==> src/rtl/wl_dmem_arbiter_if.sv <==
// wl_dmem_arbiter_if: requester-side and SRAM-side signals of the data memory arbiter
interface wl_dmem_arbiter_if #(
  parameter int NumPorts     = 2,
  parameter int AddrWidth    = 32,
  parameter int DataWidth    = 32,
  parameter int NumWords     = 1024,
  parameter int MemAddrWidth = $clog2(NumWords)
);
  logic [NumPorts-1:0]                  req_i;
  logic [NumPorts-1:0][AddrWidth-1:0]   addr_i;
  logic [NumPorts-1:0]                  we_i;
  logic [NumPorts-1:0][DataWidth/8-1:0] be_i;
  logic [NumPorts-1:0][DataWidth-1:0]   wdata_i;
  logic [NumPorts-1:0]                  gnt_o;
  logic [NumPorts-1:0]                  rvalid_o;
  logic [NumPorts-1:0][DataWidth-1:0]   rdata_o;
  logic [NumPorts-1:0]                  err_o;
  logic                                 mem_req_o;
  logic                                 mem_we_o;
  logic [MemAddrWidth-1:0]              mem_addr_o;
  logic [DataWidth/8-1:0]               mem_be_o;
  logic [DataWidth-1:0]                 mem_wdata_o;
  logic [DataWidth-1:0]                 mem_rdata_i;
  modport slave (
    input  req_i, addr_i, we_i, be_i, wdata_i, mem_rdata_i,
    output gnt_o, rvalid_o, rdata_o, err_o, mem_req_o, mem_we_o, mem_addr_o, mem_be_o, mem_wdata_o
  );
  modport master (
    output req_i, addr_i, we_i, be_i, wdata_i, mem_rdata_i,
    input  gnt_o, rvalid_o, rdata_o, err_o, mem_req_o, mem_we_o, mem_addr_o, mem_be_o, mem_wdata_o
  );
endinterface

==> src/rtl/wl_dmem_arbiter.sv <==
// wl_dmem_arbiter: round-robin sharing of the single-port data SRAM with window decode and 1-cycle response routing
module wl_dmem_arbiter #(
  parameter int                   NumPorts     = 2,
  parameter int                   AddrWidth    = 32,
  parameter int                   DataWidth    = 32,
  parameter int                   NumWords     = 1024,
  parameter logic [AddrWidth-1:0] BaseAddr     = AddrWidth'(32'h0002_0000),
  parameter int                   MemAddrWidth = $clog2(NumWords)
) (
  input logic              clk_i,
  input logic              rst_i,
  wl_dmem_arbiter_if.slave bus
);
  localparam int                   IdxW     = $clog2(NumPorts);
  localparam logic [AddrWidth-1:0] MemBytes = AddrWidth'(NumWords * DataWidth / 8);
  localparam logic [IdxW:0]        NumP     = (IdxW + 1)'(NumPorts);
  localparam logic [IdxW-1:0]      LastP    = IdxW'(NumPorts - 1);

  logic [IdxW-1:0]      r_rr_ptr;
  logic [IdxW-1:0]      r_rsp_idx;
  logic                 r_rsp_valid;
  logic                 r_rsp_err;
  logic                 r_rsp_we;
  logic                 w_any;
  logic [IdxW-1:0]      w_win;
  logic [IdxW:0]        w_scan;
  logic [AddrWidth-1:0] w_addr;
  logic [AddrWidth-1:0] w_off;
  logic                 w_in_range;
  logic                 w_mem_req;

  // round-robin pick starting at r_rr_ptr; scanning backwards leaves the nearest requester as winner
  always_comb begin
    w_any  = 1'b0;
    w_win  = r_rr_ptr;
    w_scan = '0;
    for (int k = NumPorts - 1; k >= 0; k--) begin
      w_scan = {1'b0, r_rr_ptr} + (IdxW + 1)'(k);
      w_scan = (w_scan >= NumP) ? w_scan - NumP : w_scan;
      if (bus.req_i[w_scan[IdxW-1:0]] && !rst_i) begin
        w_any = 1'b1;
        w_win = w_scan[IdxW-1:0];
      end
    end
  end

  assign w_addr     = bus.addr_i[w_win];
  assign w_off      = w_addr - BaseAddr;
  assign w_in_range = (w_addr >= BaseAddr) && (w_off < MemBytes);
  assign w_mem_req  = w_any && w_in_range;

  assign bus.gnt_o       = w_any ? NumPorts'(1) << w_win : '0;
  assign bus.mem_req_o   = w_mem_req;
  assign bus.mem_we_o    = w_mem_req && bus.we_i[w_win];
  assign bus.mem_addr_o  = w_mem_req ? w_off[MemAddrWidth+1:2] : '0;
  assign bus.mem_be_o    = w_mem_req ? bus.be_i[w_win] : '0;
  assign bus.mem_wdata_o = w_mem_req ? bus.wdata_i[w_win] : '0;

  // move the pointer past each winner and remember who is owed a response next cycle
  always_ff @(posedge clk_i or posedge rst_i) begin
    if (rst_i) begin
      r_rr_ptr    <= '0;
      r_rsp_valid <= 1'b0;
      r_rsp_idx   <= '0;
      r_rsp_err   <= 1'b0;
      r_rsp_we    <= 1'b0;
    end else begin
      r_rsp_valid <= w_any;
      if (w_any) begin
        r_rr_ptr  <= (w_win == LastP) ? '0 : w_win + 1'b1;
        r_rsp_idx <= w_win;
        r_rsp_err <= !w_in_range;
        r_rsp_we  <= bus.we_i[w_win];
      end
    end
  end

  // steer the single in-flight response to the port that won it; writes and errors return zero data
  always_comb begin
    bus.rvalid_o = '0;
    bus.err_o    = '0;
    bus.rdata_o  = '0;
    for (int p = 0; p < NumPorts; p++) begin
      bus.rvalid_o[p] = r_rsp_valid && (r_rsp_idx == IdxW'(p));
      bus.err_o[p]    = bus.rvalid_o[p] && r_rsp_err;
      bus.rdata_o[p]  = (bus.rvalid_o[p] && !r_rsp_err && !r_rsp_we) ? bus.mem_rdata_i : '0;
    end
  end
endmodule

==> src/flat_wrapper.sv <==
// flat-port wrapper written by rule: the top's interface ports become plain ports
module wl_dmem_arbiter_flat 
#(
  parameter int                   NumPorts     = 2,
  parameter int                   AddrWidth    = 32,
  parameter int                   DataWidth    = 32,
  parameter int                   NumWords     = 1024,
  parameter logic [AddrWidth-1:0] BaseAddr     = AddrWidth'(32'h0002_0000),
  parameter int                   MemAddrWidth = $clog2(NumWords)
)
  (clk_i, rst_i, bus_req_i, bus_addr_i, bus_we_i, bus_be_i, bus_wdata_i, bus_mem_rdata_i, bus_gnt_o, bus_rvalid_o, bus_rdata_o, bus_err_o, bus_mem_req_o, bus_mem_we_o, bus_mem_addr_o, bus_mem_be_o, bus_mem_wdata_o);
  wl_dmem_arbiter_if #(.NumPorts(NumPorts), .AddrWidth(AddrWidth), .DataWidth(DataWidth), .NumWords(NumWords), .MemAddrWidth(MemAddrWidth)) bus_i ();
  input logic clk_i;
  input logic rst_i;
  input wire logic [$bits(bus_i.req_i)-1:0] bus_req_i;
  input wire logic [$bits(bus_i.addr_i)-1:0] bus_addr_i;
  input wire logic [$bits(bus_i.we_i)-1:0] bus_we_i;
  input wire logic [$bits(bus_i.be_i)-1:0] bus_be_i;
  input wire logic [$bits(bus_i.wdata_i)-1:0] bus_wdata_i;
  input wire logic [$bits(bus_i.mem_rdata_i)-1:0] bus_mem_rdata_i;
  output wire logic [$bits(bus_i.gnt_o)-1:0] bus_gnt_o;
  output wire logic [$bits(bus_i.rvalid_o)-1:0] bus_rvalid_o;
  output wire logic [$bits(bus_i.rdata_o)-1:0] bus_rdata_o;
  output wire logic [$bits(bus_i.err_o)-1:0] bus_err_o;
  output wire logic [$bits(bus_i.mem_req_o)-1:0] bus_mem_req_o;
  output wire logic [$bits(bus_i.mem_we_o)-1:0] bus_mem_we_o;
  output wire logic [$bits(bus_i.mem_addr_o)-1:0] bus_mem_addr_o;
  output wire logic [$bits(bus_i.mem_be_o)-1:0] bus_mem_be_o;
  output wire logic [$bits(bus_i.mem_wdata_o)-1:0] bus_mem_wdata_o;
  assign bus_i.req_i = bus_req_i;
  assign bus_i.addr_i = bus_addr_i;
  assign bus_i.we_i = bus_we_i;
  assign bus_i.be_i = bus_be_i;
  assign bus_i.wdata_i = bus_wdata_i;
  assign bus_i.mem_rdata_i = bus_mem_rdata_i;
  assign bus_gnt_o = bus_i.gnt_o;
  assign bus_rvalid_o = bus_i.rvalid_o;
  assign bus_rdata_o = bus_i.rdata_o;
  assign bus_err_o = bus_i.err_o;
  assign bus_mem_req_o = bus_i.mem_req_o;
  assign bus_mem_we_o = bus_i.mem_we_o;
  assign bus_mem_addr_o = bus_i.mem_addr_o;
  assign bus_mem_be_o = bus_i.mem_be_o;
  assign bus_mem_wdata_o = bus_i.mem_wdata_o;
  wl_dmem_arbiter #(.NumPorts(NumPorts), .AddrWidth(AddrWidth), .DataWidth(DataWidth), .NumWords(NumWords), .BaseAddr(BaseAddr), .MemAddrWidth(MemAddrWidth)) u_core (.clk_i(clk_i), .rst_i(rst_i), .bus(bus_i));
endmodule
==> config.mk <==
export PLATFORM = sky130hd
export DESIGN_NAME = wl_dmem_arbiter_flat
export DESIGN_NICKNAME = d
export VERILOG_FILES = /design/src/rtl/wl_dmem_arbiter_if.sv /design/src/rtl/wl_dmem_arbiter.sv /design/src/flat_wrapper.sv
export SDC_FILE = /design/constraint.sdc
export NUM_CORES = 1
export LEC_CHECK = 0
export ABC_AREA = 1
export CORE_AREA = 2 2 114 116
export CTS_CLUSTER_DIAMETER = 60
export DETAILED_ROUTE_END_ITERATION = 10
export DIE_AREA = 0 0 116 118
export GPL_ROUTABILITY_DRIVEN = 0
export HOLD_SLACK_MARGIN = 0.15
export PLACE_DENSITY = 0.67
export SETUP_SLACK_MARGIN = 0.2
export SKIP_LAST_GASP = 1
export SLEW_MARGIN = 20
export SYNTH_ARGS = -nofsm -noshare
export SYNTH_HDL_FRONTEND = slang
export SYNTH_SLANG_ARGS = --single-unit
==> constraint.sdc <==
create_clock -name clk_i -period 6.4 [get_ports clk_i]
set_input_delay 0.96 -clock clk_i [delete_from_list [all_inputs] [get_ports clk_i]]
set_output_delay 0.96 -clock clk_i [all_outputs]
set_load 0.02 [all_outputs]
==> out/summary.txt <==
Post-synthesis sequential element count -> 5
Die X -> 116 microns
Yosys warns -> 0
Status -> completed
Design area -> 5134 sq um
Layout area overhead -> 151.3%
Crit-path max FO -> 45
Slew Limit Fails -> 0
Measured slew at the worst slew-check pin -> 0.5933 ns
WP data required -> 5.44 ns
Vias -> 3295
Worst skew pair latency -> 0.22 ns
Clock transition at path regs -> 0.03 ns
FILL cells -> 1280
Vias per inst -> 3.984
Worst setup startpoint -> bus_req_i[1]
Initial Utilization -> 0.1646
Clock Sinks -> 5
DIE HEIGHT -> 118 microns
Final worst setup slack -> 0.9857 ns
Vias in the first global route -> 3288
Setup TNS -> 0 ns
Crit end category -> output port
Total CTS buffers -> 3
Reg2Reg Depth -> 15
Max Freq -> 184.7 MHz
Pre-CTS setup slack -> 0.9777 ns
Tmin final -> 5.414 ns
TritonCTS clock tree -> done
Worst r2r src -> u_core.r_rr_ptr$_DFFE_PP0N_
Pin count of the biggest net entering global routing -> 46
Avg Cell Area, Syn -> 5.391 sq um
Crit start category -> primary input
Multi-input logic area -> 1541 sq um
Global-route wire length before repair -> 15240 microns
Reg2reg end -> u_core.r_rsp_err$_DFFE_PP0N_
Post-CTS setup buffers -> 0
Share of cells above drive strength 1 -> 0.05496
CP arrival -> 4.45 ns
Synth Net Count -> 554
Tcrit/Tclk final -> 0.8460
Worst R2R Setup Slack -> 4.15 ns
Fin nets -> 831
Boundary pin count -> 292
Root Driver -> clkbuf_16
Cells after synthesis -> 379
Gr usage total -> 0.1362
# setup viols final -> 0
Post-cts gate resize count -> 0
Post-synthesis cell area -> 2043 sq um
Post-DP HPWL -> 8839 microns
Residual overflow from global routing -> 0
Unique masters post-synth -> 25
DIE AREA -> 13690 sq um
Final Hold Vio Count -> 0
Number of max-cap violations -> 0
Detailed-route DRC error count -> 0
1st-pass router iterations -> 4
Placement Cell Area -> 5045 sq um
WL final -> 9984 microns
Sequential share of the synthesized area -> 0.06124
Clk_skew -> 0.0007989 ns
Hold WC Path Type -> flop to flop
Setup crit end -> bus_mem_wdata_o[8]
Max-slew headroom -> 0.6040
Pwr dens -> 141.6 nW/um^2
DRT iter0 DRCs -> 74
Wire per inst -> 12.07 microns
Final core utilization -> 0.4135
Max IR drop VDD -> 0.09580 mV
Antenna-violating nets left -> 0
Bufs on Longest Clock Path -> 2
Initial antenna violation count -> 0
Post-cts hold buffer count -> 0
Max H-tree Level -> 1
Seq. cell area -> 125.1 sq um
Ant. Diodes -> 0
Leak Pwr -> 0.002416 uW
Port buffer count -> 287
RSZ-0062 raised after global routing -> no
Crit Path Class -> primary input to output port
FP Rows -> 41
Core area -> 12410 sq um
[cell type report]
cell class	count	share of cell area
clock buffer	4	0.01535
inverter	72	0.05264
multi-input combinational	283	0.3003
sequential	5	0.02437
tap	172	0.04192
timing repair buffer	291	0.5654
[layer usage]
metal | vias to the layer above | global-route usage | routed length (microns)
li1 | 1695 | - | -
met1 | 1410 | 0.1347 | 3587
met2 | 184 | 0.2741 | 5199
met3 | 6 | 0.03038 | 1096
met4 | 0 | 0.03795 | 101
met5 | - | 0 | 0
[power by group]
part	internal (uW)	switching, uW	leakage, uW
registers	43.6	11.6	0.0000560
logic	272	299	0.00232
clock network	82.4	18.4	0.0000382
total	398	329	0.00242
[synthesized netlist by cell type]
| master | n | area (sq um) |
|---|---|---|
| inv_1 | 69 | 259.0 |
| nor4_1 | 1 | 6.260 |
| nor2_4 | 2 | 22.52 |
| a21oi_1 | 4 | 20.02 |
| dfrtp_1 | 5 | 125.1 |
| nand2_1 | 66 | 247.7 |
| nand3_1 | 13 | 65.06 |
| mux2i_1 | 47 | 470.5 |
| nand4_1 | 1 | 6.260 |
| nor2_2 | 17 | 106.4 |
| clkbuf_1 | 11 | 41.29 |
| a31oi_4 | 1 | 21.27 |
| nand4_2 | 1 | 12.51 |
| nand2_2 | 1 | 6.260 |
| nor3_1 | 1 | 5.000 |
| o31ai_1 | 1 | 7.510 |
| o21ai_4 | 1 | 16.27 |
| o21bai_1 | 6 | 45.04 |
| inv_2 | 3 | 11.26 |
| ha_1 | 1 | 12.51 |
| buf_2 | 2 | 10.01 |
| o21ai_1 | 3 | 15.01 |
| nor2_1 | 110 | 412.9 |
| o21ai_0 | 6 | 30.03 |
| buf_6 | 6 | 67.56 |
[worst min path at each step]
stage / startpoint / to / slack, ns / depth (start not counted)
CTS: u_core.r_rsp_we$_DFFE_PP0N_ / u_core.r_rsp_we$_DFFE_PP0N_ / 0.48 / 2
global placement: u_core.r_rsp_we$_DFFE_PP0N_ / u_core.r_rsp_we$_DFFE_PP0N_ / 0.48 / 2
detailed placement: u_core.r_rsp_we$_DFFE_PP0N_ / u_core.r_rsp_we$_DFFE_PP0N_ / 0.48 / 2
global route: u_core.r_rsp_we$_DFFE_PP0N_ / u_core.r_rsp_we$_DFFE_PP0N_ / 0.54 / 2
floorplan: u_core.r_rsp_we$_DFFE_PP0N_ / u_core.r_rsp_we$_DFFE_PP0N_ / 0.45 / 2
finish: u_core.r_rsp_we$_DFFE_PP0N_ / u_core.r_rsp_we$_DFFE_PP0N_ / 0.48 / 2
[state kept, by name, indices dropped and copies added, names as in the netlist]
| signal | flops |
|---|---|
| u_core.r_rsp_we | 1 |
| u_core.r_rsp_valid | 1 |
| u_core.r_rsp_idx | 1 |
| u_core.r_rsp_err | 1 |
| u_core.r_rr_ptr | 1 |
[kinds of logic (layout without fill, tap and decap cells)]
kind of cell / after synthesis / count (layout) / synth area share
compound gates: 22 / 22 / 0.07593
fa+ha+maj: 1 / 1 / 0.006123
buf+inv: 91 / 367 / 0.1904
flops: 5 / 5 / 0.06124
mux: 47 / 47 / 0.2303
simple gates: 213 / 213 / 0.4360
[critical path: stages]
cell	delay, ns
clkdlybuf4s50_1	0.56
inv_2	0.08
o31ai_1	0.21
nand2_1	0.26
nand2_1	0.12
nand2_1	0.07
ha_1	0.27
nand2_1	0.05
nor2_1	0.10
nand2_1	0.05
nor2_1	0.08
nand2_1	0.05
nor2_1	0.08
nand3_1	0.08
nor2_1	0.17
nand2_2	0.14
buf_4	0.31
nor2_1	0.16
clkdlybuf4s50_1	0.64
[cell usage in the layout, fill, tap and decap left out, types with 2 or more instances in the layout]
master / count
nand3_1: 11
clkbuf_16: 3
a21oi_1: 4
o21ai_0: 6
nand2_2: 2
nor2_4: 2
nand3_2: 2
inv_1: 69
nand2_1: 65
o21bai_1: 6
nor2_1: 110
nor2_2: 17
o21ai_1: 3
inv_2: 3
dfrtp_1: 5
mux2i_1: 47
clkdlybuf4s50_1: 287
buf_4: 4
[metrics by stage]
stage               power (uW)  std cells  hold WS, ns
finish                   726.7        827       0.4820
global route             791.5        827       0.5400
CTS                      732.9        827       0.4839
detailed placement       629.0        823       0.4768
global placement         617.3        823       0.4770
floorplan                431.6        379       0.4530
Note: power is estimated with default switching activity, not from simulation.
